--- src/rtl/seg7_pattern_decoder.sv ---
// Decodes a debounced active-low seven-segment pattern back into BCD, one-hot,
// valid and enable signals, with glitch filtering and a saturating illegal-pattern count.
module seg7_pattern_decoder #(
    parameter int STABLE_CYCLES = 4
) (
    input  logic       clk,
    input  logic       rst,
    input  logic [7:0] hex,
    output logic [7:0] x,
    output logic [3:0] y,
    output logic       p,
    output logic       en,
    output logic       err,
    output logic       upd,
    output logic [7:0] err_cnt
);

    typedef enum logic [1:0] {
        S_BLANK   = 2'd0,
        S_DIGIT   = 2'd1,
        S_ILLEGAL = 2'd2
    } state_t;

    localparam logic [3:0] STABLE_N = 4'(STABLE_CYCLES);

    // Returns {legal_digit, digit}; dp must be high (off) for a legal digit.
    function automatic logic [4:0] seg_lookup(input logic [7:0] pat);
        logic [4:0] res;
        case (pat)
            8'h03:   res = 5'b1_0000;
            8'h9F:   res = 5'b1_0001;
            8'h25:   res = 5'b1_0010;
            8'h0D:   res = 5'b1_0011;
            8'h99:   res = 5'b1_0100;
            8'h49:   res = 5'b1_0101;
            8'h41:   res = 5'b1_0110;
            8'h1F:   res = 5'b1_0111;
            8'h01:   res = 5'b1_1000;
            8'h09:   res = 5'b1_1001;
            default: res = 5'b0_0000;
        endcase
        return res;
    endfunction

    state_t     r_state;
    state_t     w_state_next;
    state_t     w_class;
    logic [7:0] r_samp;
    logic [3:0] r_run;
    logic [7:0] r_committed;
    logic [7:0] r_x;
    logic [3:0] r_y;
    logic       r_p;
    logic       r_en;
    logic       r_err;
    logic       r_upd;
    logic [7:0] r_err_cnt;

    logic [4:0] w_lut;
    logic [3:0] w_run_next;
    logic       w_commit;
    logic [7:0] w_x_next;
    logic [3:0] w_y_next;
    logic       w_p_next;
    logic       w_en_next;
    logic       w_err_next;

    always_comb begin
        w_lut        = seg_lookup(hex);
        w_run_next   = 4'd1;
        w_commit     = 1'b0;
        w_class      = S_ILLEGAL;
        w_state_next = r_state;
        w_x_next     = 8'h00;
        w_y_next     = 4'd0;
        w_p_next     = 1'b0;
        w_en_next    = 1'b0;
        w_err_next   = 1'b0;

        if (hex == r_samp) begin
            w_run_next = (r_run >= STABLE_N) ? STABLE_N : (r_run + 4'd1);
        end else begin
            w_run_next = 4'd1;
        end
        w_commit = (w_run_next == STABLE_N) && (hex != r_committed);

        if (hex == 8'hFF) begin
            w_class = S_BLANK;
        end else if (w_lut[4]) begin
            w_class = S_DIGIT;
        end else begin
            w_class = S_ILLEGAL;
        end

        // Output image of the incoming pattern; only loaded on a commit.
        case (w_class)
            S_BLANK: begin
                w_en_next = 1'b0;
            end
            S_DIGIT: begin
                w_en_next = 1'b1;
                w_p_next  = 1'b1;
                w_y_next  = w_lut[3:0];
                if (w_lut[3] == 1'b0) begin
                    w_x_next = 8'b0000_0001 << w_lut[2:0];
                end else begin
                    w_x_next = 8'h00;
                end
            end
            S_ILLEGAL: begin
                w_en_next  = 1'b1;
                w_err_next = 1'b1;
            end
            default: begin
                w_en_next = 1'b0;
            end
        endcase

        if (w_commit) begin
            w_state_next = w_class;
        end else begin
            w_state_next = r_state;
        end
    end

    always_ff @(posedge clk or posedge rst) begin
        if (rst) begin
            r_state <= S_BLANK;
        end else begin
            r_state <= w_state_next;
        end
    end

    always_ff @(posedge clk or posedge rst) begin
        if (rst) begin
            r_samp      <= 8'hFF;
            r_run       <= 4'd0;
            r_committed <= 8'hFF;
            r_x         <= 8'h00;
            r_y         <= 4'd0;
            r_p         <= 1'b0;
            r_en        <= 1'b0;
            r_err       <= 1'b0;
            r_upd       <= 1'b0;
            r_err_cnt   <= 8'h00;
        end else begin
            r_samp <= hex;
            r_run  <= w_run_next;
            r_upd  <= w_commit;
            if (w_commit) begin
                r_committed <= hex;
                r_x         <= w_x_next;
                r_y         <= w_y_next;
                r_p         <= w_p_next;
                r_en        <= w_en_next;
                r_err       <= w_err_next;
                if ((w_class == S_ILLEGAL) && (r_err_cnt != 8'hFF)) begin
                    r_err_cnt <= r_err_cnt + 8'd1;
                end
            end
        end
    end

    assign x       = r_x;
    assign y       = r_y;
    assign p       = r_p;
    assign en      = r_en;
    assign err     = r_err;
    assign upd     = r_upd;
    assign err_cnt = r_err_cnt;

endmodule

--- config.mk ---
export PLATFORM = sky130hd
export DESIGN_NAME = seg7_pattern_decoder
export DESIGN_NICKNAME = d
export VERILOG_FILES = /design/src/rtl/seg7_pattern_decoder.sv
export SDC_FILE = /design/constraint.sdc
export NUM_CORES = 1
export LEC_CHECK = 0
export ABC_AREA = 0
export ABC_CLOCK_PERIOD_IN_PS = 4000
export CAP_MARGIN = 25
export CORE_UTILIZATION = 30
export DETAILED_ROUTE_END_ITERATION = 8
export PLACE_DENSITY = 0.48
export SYNTH_ARGS = -nofsm -noshare
export SYNTH_HDL_FRONTEND = slang
export SYNTH_SLANG_ARGS = --single-unit
export TNS_END_PERCENT = 50
--- constraint.sdc ---
create_clock -name clk -period 4 [get_ports clk]
set_clock_uncertainty 0.2 [all_clocks]
set_input_delay 0.8 -clock clk [delete_from_list [all_inputs] [get_ports clk]]
set_output_delay 0.8 -clock clk [all_outputs]
set_load 0.02 [all_outputs]
==> results of run 1 <==
[state kept, by name (all words and copies together), names as in the netlist]
signal,cells
x,8
err,1
upd,1
en,1
y,4
r_samp,8
r_committed,8
r_run,4
p,1
err_cnt,8
[critical path, cell delays in order]
cell and delay [ns]:
clkdlybuf4s50_1 0.66, xor2_1 0.28, nor4_2 0.50, a2111o_1 0.51, buf_4 0.27, o31ai_1 0.09
[through the flow]
step            util  area [µm²]  power (W)
6_report       0.389        2850   0.000949
4_1_cts        0.389        2850   0.000970
3_3_place_gp   0.371        2720   0.000607
3_5_place_dp   0.373        2740   0.000609
2_1_floorplan      -        2300   0.000570
5_1_grt        0.389        2850   0.000992
[power by group]
group	switching [W]	total, W	internal (W)
clock network	0.000162	0.000351	0.000188
registers	0.0000129	0.000483	0.000470
logic	0.0000650	0.000115	0.0000503
total	0.000240	0.000949	0.000709
[layer usage]
layer / up-vias / part of all wire / track usage
li1: 805 / - / -
met1: 806 / 0.47 / 0.167
met2: 30 / 0.48 / 0.235
met3: 6 / 0.039 / 0.0302
met4: 0 / 0.015 / 0.0620
met5: - / 0 / 0
[layout by cell type (no fill, tap or decap), types with 2 or more instances in the layout]
cell type and instances:
nand3_1 6, and3_1 2, nand3b_1 2, a22o_1 2
xnor2_1 10, buf_4 8, o21ai_0 2, nand4_1 4
nor2b_1 5, inv_1 2, nor2_1 9, ha_1 2
xor2_1 7, a31oi_1 2, xnor2_2 2, dfrtp_1 28
dfstp_2 16, nor4_2 2, nor3_1 5, nand4_2 2
clkdlybuf4s50_1 33, clkbuf_8 5, o31ai_1 5, o21ai_1 7
nand2b_1 2, nand2_1 44, a41oi_1 2
[worst paths after layout]
path / startpoint / end / slack (ns)
max: hex[3] / x[3] / 0.85
min: r_committed[0] / r_committed[0] / 0.27
max reg2reg: r_run[0] / x[3] / 1.48
min reg2reg: r_committed[0] / r_committed[0] / 0.27
max in group asynchronous: rst / x[1] / 2.64
min in group asynchronous: rst / err_cnt[1] / 0.50
[area by class of cell]
cell class	count	share of cell area
repair buffers	42	0.144
well taps	99	0.0434
inverters	3	0.00395
clock inverters	3	0.0162
multi-input cells	151	0.375
clock buffers	5	0.0241
flip-flops and latches	44	0.393
[kinds of logic after synthesis]
kind of cell               share of synthesized area
muxes                                         0.0114
adders and majority gates                     0.0109
xor gates and xnor gates                      0.0978
and+or+nand+nor                                0.215
DFF                                            0.487
other                                        0.00163
buffers and inverters                         0.0483
AOI/OAI and AO/OA                              0.129
==> key figures, run 1 <==
Logic synthesis
  • Synth Flop Type: dfrtp_1
  • Top-area cell type share of the netlist area: 0.304
  • Syn nets: 222
  • Synth cell count leaders: nand2_1, dfrtp_1, dfstp_2, xnor2_1, nor2_1
  • Async set-reset flop share out of synthesis: 1.00
  • Post-synth EDFFs: 0
  • Synth Area per Inst: 11.0 µm²
  • Dominant cell by count in the synthesized netlist: nand2_1
  • Synthesized cell area: 2300 µm²
  • Netlist cell types: 54
  • Largest area contributor in the netlist: dfrtp_1
  • Synthesized instance count: 210
  • Synth warn: 0
  • Post-synthesis sequential area ratio: 0.487
  • Most area-consuming cells after synthesis: dfrtp_1, dfstp_2, nand2_1
  • #FFs+latches synth: 44

Die
  • Placeable Area: 7330 µm²
  • Die ar.: 8030 µm²
  • Die Span Y: 89.6 µm
  • Die X: 89.6 µm
  • Row count: 31
  • Top Ports: 34
  • Starting density of the core: 0.314

Layout
  • FILL cells: 725
  • FF/Latch Area: 1120 µm²
  • Net count, final: 259
  • Ratio of cells with drive above 1 in the final layout: 0.206
  • Multi-input logic area: 1070 µm²
  • Area growth syn-to-layout: 23.8%
  • N_diodes: 0
  • Final instance count without filler cells: 347

Global routing
  • First-pass GRT wire length: 8240 µm
  • Vias in the first global route: 1746
  • Gr ovfl total: 0
  • Initial antenna violation count: 0
  • Gr usage total: 0.138
  • Largest net degree at the start of global routing: 25

Timing
  • Slew @ Worst Pin: 0.710 ns
  • Final hold vios: 0
  • Crit path time final: 3.15 ns
  • Relative slew slack: 0.527
  • RSZ-0062 raised after global routing: false
  • Max Slew Vio Count: 0
  • Fmax: 318 MHz
  • Setup TNS: 0 ns
  • Final WS setup: 0.852 ns
  • Endpoints failing setup: 0
  • Tcrit/Tclk final: 0.787
  • Final Hold Slack: 0.265 ns

Clock tree
  • CTS H-Tree Depth: 2
  • TritonCTS clock tree: yes
  • Post-CTS setup buffer count: 0
  • Clk Tree Root Cell: clkbuf_8
  • CTS Sinks: 44
  • Worst-case clock buffer depth: 2
  • Clk slew on worst S/H paths: 0.09 ns
  • Hold-fix buffers, CTS: 0
  • Post-cts resize count: 0
  • CTS Buf Count: 5
  • Latest clock arrival within the worst-skew pair: 0.30 ns

Place
  • Port bufs: 33
  • DP HPWL: 3720 µm
  • Setup WS pre-CTS: 0.538 ns
  • Dpl cells: 339
  • GPL Wtd Cong: 0.769

Pwr
  • Pleak: 1.15 nW
  • VDD IR max: 111 µV
  • Pwr per Cell Area: 333 nW/µm²

Worst setup path
  • Data arrival, critical path: 3.12 ns
  • Critical Path End Type: flop
  • Worst Reg-to-Reg Cells: 6
  • Critical Path Source Type: primary input
  • Crit Path Max Fanout: 15
  • Crit Path Category: in2reg
  • Critical path required time: 3.97 ns

Status
  • Status: finished, final reports clean

Routing
  • Post-DR vias/cell: 4.75
  • DRC: 0
  • First drt pass iteration count: 4
  • Initial DRC count: 69
  • Antenna violation net count after detailed routing: 0
  • Routed Wire Length: 4930 µm
  • DR vias: 1647
  • WL/cell: 14.2 µm

Hold path
  • Worst Hold Depth: 2
  • Hold crit path type: reg2reg

Flow run
  • Max-cap violations: 0
Power figures use the tool's default switching activity.
==> inputs of run 2 (changes only) <==
--- a/config.mk
+++ b/config.mk
@@ -6,7 +6,7 @@
 export NUM_CORES = 1
 export LEC_CHECK = 0
 export ABC_AREA = 0
-export ABC_CLOCK_PERIOD_IN_PS = 4000
+export ABC_CLOCK_PERIOD_IN_PS = 3300
 export CAP_MARGIN = 25
 export CORE_UTILIZATION = 30
 export DETAILED_ROUTE_END_ITERATION = 8
==> constraint.sdc (replaced) <==
create_clock -name clk -period 3.3 [get_ports clk]
set_clock_uncertainty 0.2 [all_clocks]
set_input_delay 0.66 -clock clk [delete_from_list [all_inputs] [get_ports clk]]
set_output_delay 0.66 -clock clk [all_outputs]
set_load 0.02 [all_outputs]
==> run 2 against run 1 <==
Against the previous run:
- combinational power is 25% higher
- routed wire length fell by 2.7%
- sequential power is 21% higher
- critical path depth rose by 1
- global-route usage barely moved
- highest routed layer unchanged
==> key figures, run 2 (synthesis gave the netlist of run 1 again) <==
Timing
  • Final Hold Slack: 0.259 ns
  • Setup TNS: 0 ns
  • Tcrit/Tclk final: 0.858
  • Crit path time final: 2.83 ns
  • Fmax: 353 MHz
  • Final hold vios: 0
  • Relative slew slack: 0.491
  • Max Slew Vio Count: 0
  • Endpoints failing setup: 0
  • RSZ-0062 raised after global routing: false
  • Final WS setup: 0.468 ns
  • Slew @ Worst Pin: 0.758 ns

Worst setup path
  • Worst Reg-to-Reg Cells: 7
  • Crit Path Max Fanout: 10
  • Critical Path End Type: flop
  • FF-to-FF setup slack: 0.90 ns
  • Crit Path Category: in2reg
  • Critical path destination: err_cnt[7]
  • Critical path required time: 3.28 ns
  • Crit path from: hex[4]
  • Reg-to-reg startpoint: r_run[0]
  • Critical Path Source Type: primary input
  • CP cell instances: clkdlybuf4s50_1 > buf_4 > nor2_1 > o2bb2ai_1 > a221oi_4 > nand3_1 > mux2_1
  • CP max-delay cell: clkdlybuf4s50_1
  • Worst reg2reg endpoint: err_cnt[1]
  • Data arrival, critical path: 2.81 ns
  • Critical path's largest stage delay: 0.61 ns

Clock tree
  • Post-CTS setup buffer count: 0
  • Post-cts resize count: 0
  • Clk Tree Root Cell: clkbuf_8
  • CTS Sinks: 44
  • CTS Buf Count: 5
  • Worst-case clock buffer depth: 2
  • TritonCTS clock tree: yes
  • Latest clock arrival within the worst-skew pair: 0.30 ns
  • Clk slew on worst S/H paths: 0.08 ns
  • CTS H-Tree Depth: 2
  • Hold-fix buffers, CTS: 0

Layout
  • Post-route cell area: 2900 µm²
  • Leading cell type in the layout, fill and taps excluded: nand2_1
  • Core Util, Final: 0.396
  • Ratio of cells with drive above 1 in the final layout: 0.224
  • FILL cells: 719
  • N_diodes: 0
  • Area growth syn-to-layout: 25.9%
  • Most frequent cells in the layout: nand2_1, clkdlybuf4s50_1, dfrtp_1
  • Net count, final: 266

Flow run
  • Max-cap violations: 0

Routing
  • WL/cell: 13.6 µm
  • DRC: 0
  • Initial DRC count: 129
  • First drt pass iteration count: 3
  • DR vias: 1675
  • Post-DR vias/cell: 4.73
  • Antenna violation net count after detailed routing: 0
  • Routed Wire Length: 4800 µm

Die
  • Die ar.: 8030 µm²
  • Placeable Area: 7330 µm²
  • Top Ports: 34
  • Starting density of the core: 0.314
  • Die Span Y: 89.6 µm
  • Die X: 89.6 µm
  • Row count: 31

Hold path
  • Hold crit path type: reg2reg
  • Hold_sp: r_committed[0]

Pwr
  • VDD IR max: 148 µV
  • Pleak: 1.19 nW
  • Pwr per Cell Area: 367 nW/µm²

Global routing
  • Vias in the first global route: 1607
  • Gr usage total: 0.138
  • Initial antenna violation count: 0
  • Largest net degree at the start of global routing: 45
  • First-pass GRT wire length: 8270 µm
  • Gr ovfl total: 0

Place
  • Dpl cell area: 2820 µm²
  • DP HPWL: 3560 µm
  • Setup WS pre-CTS: 0.135 ns
  • Port bufs: 33
  • GPL Wtd Cong: 0.750

Status
  • Status: finished, final reports clean
## run 2: cell count changes in the layout (fill, tap and decap cells not counted), sizes merged
cell	change
bufinv	-1
buf	+7
inv	-1
clkinv	+1
clkbuf	+1
## run 2: through the flow
step / power, W / cells
after global routing: 0.00112 / 354
after floorplan: 0.000691 / 210
after CTS: 0.00108 / 354
after global placement: 0.000742 / 346
final: 0.00106 / 354
after detailed placement: 0.000741 / 346
## run 2: layer usage
metal | GRT usage | share of wire | up-vias
met5 | 0 | 0 | -
met4 | 0.0534 | 0.018 | 0
met3 | 0.0311 | 0.036 | 8
met2 | 0.196 | 0.44 | 29
met1 | 0.201 | 0.51 | 817
li1 | - | - | 821
## run 2: report_power, final
group          total (W)  switching (W)  internal (W)
Clock           0.000334       0.000185      0.000148
Sequential      0.000585      0.0000152      0.000570
Combinational   0.000144      0.0000791     0.0000654
## run 2: worst min path at each step
stage | endpoint | slack (ns) | cells after the start
3_5_place_dp | r_committed[4] | 0.25 | 2
2_1_floorplan | r_committed[4] | 0.24 | 2
6_report | r_committed[0] | 0.26 | 2
5_1_grt | r_committed[3] | 0.27 | 2
4_1_cts | r_committed[4] | 0.26 | 2
3_3_place_gp | r_committed[4] | 0.25 | 2
## run 2: critical path: cells and delay by family
family	cells	cell delay, ns
compound gates	2	0.73
mux	1	0.34
buf+inv	2	0.81
simple gates	2	0.25
## run 2: cell type report
cell class / count / area (µm²) / area share
inverters: 3 / 11.3 / 0.00388
clock buffers: 6 / 72.6 / 0.0250
multi-input cells: 151 / 1070 / 0.369
clock inverters: 2 / 12.5 / 0.00431
flip-flops and latches: 44 / 1120 / 0.387
repair buffers: 49 / 488 / 0.168
well taps: 99 / 124 / 0.0427
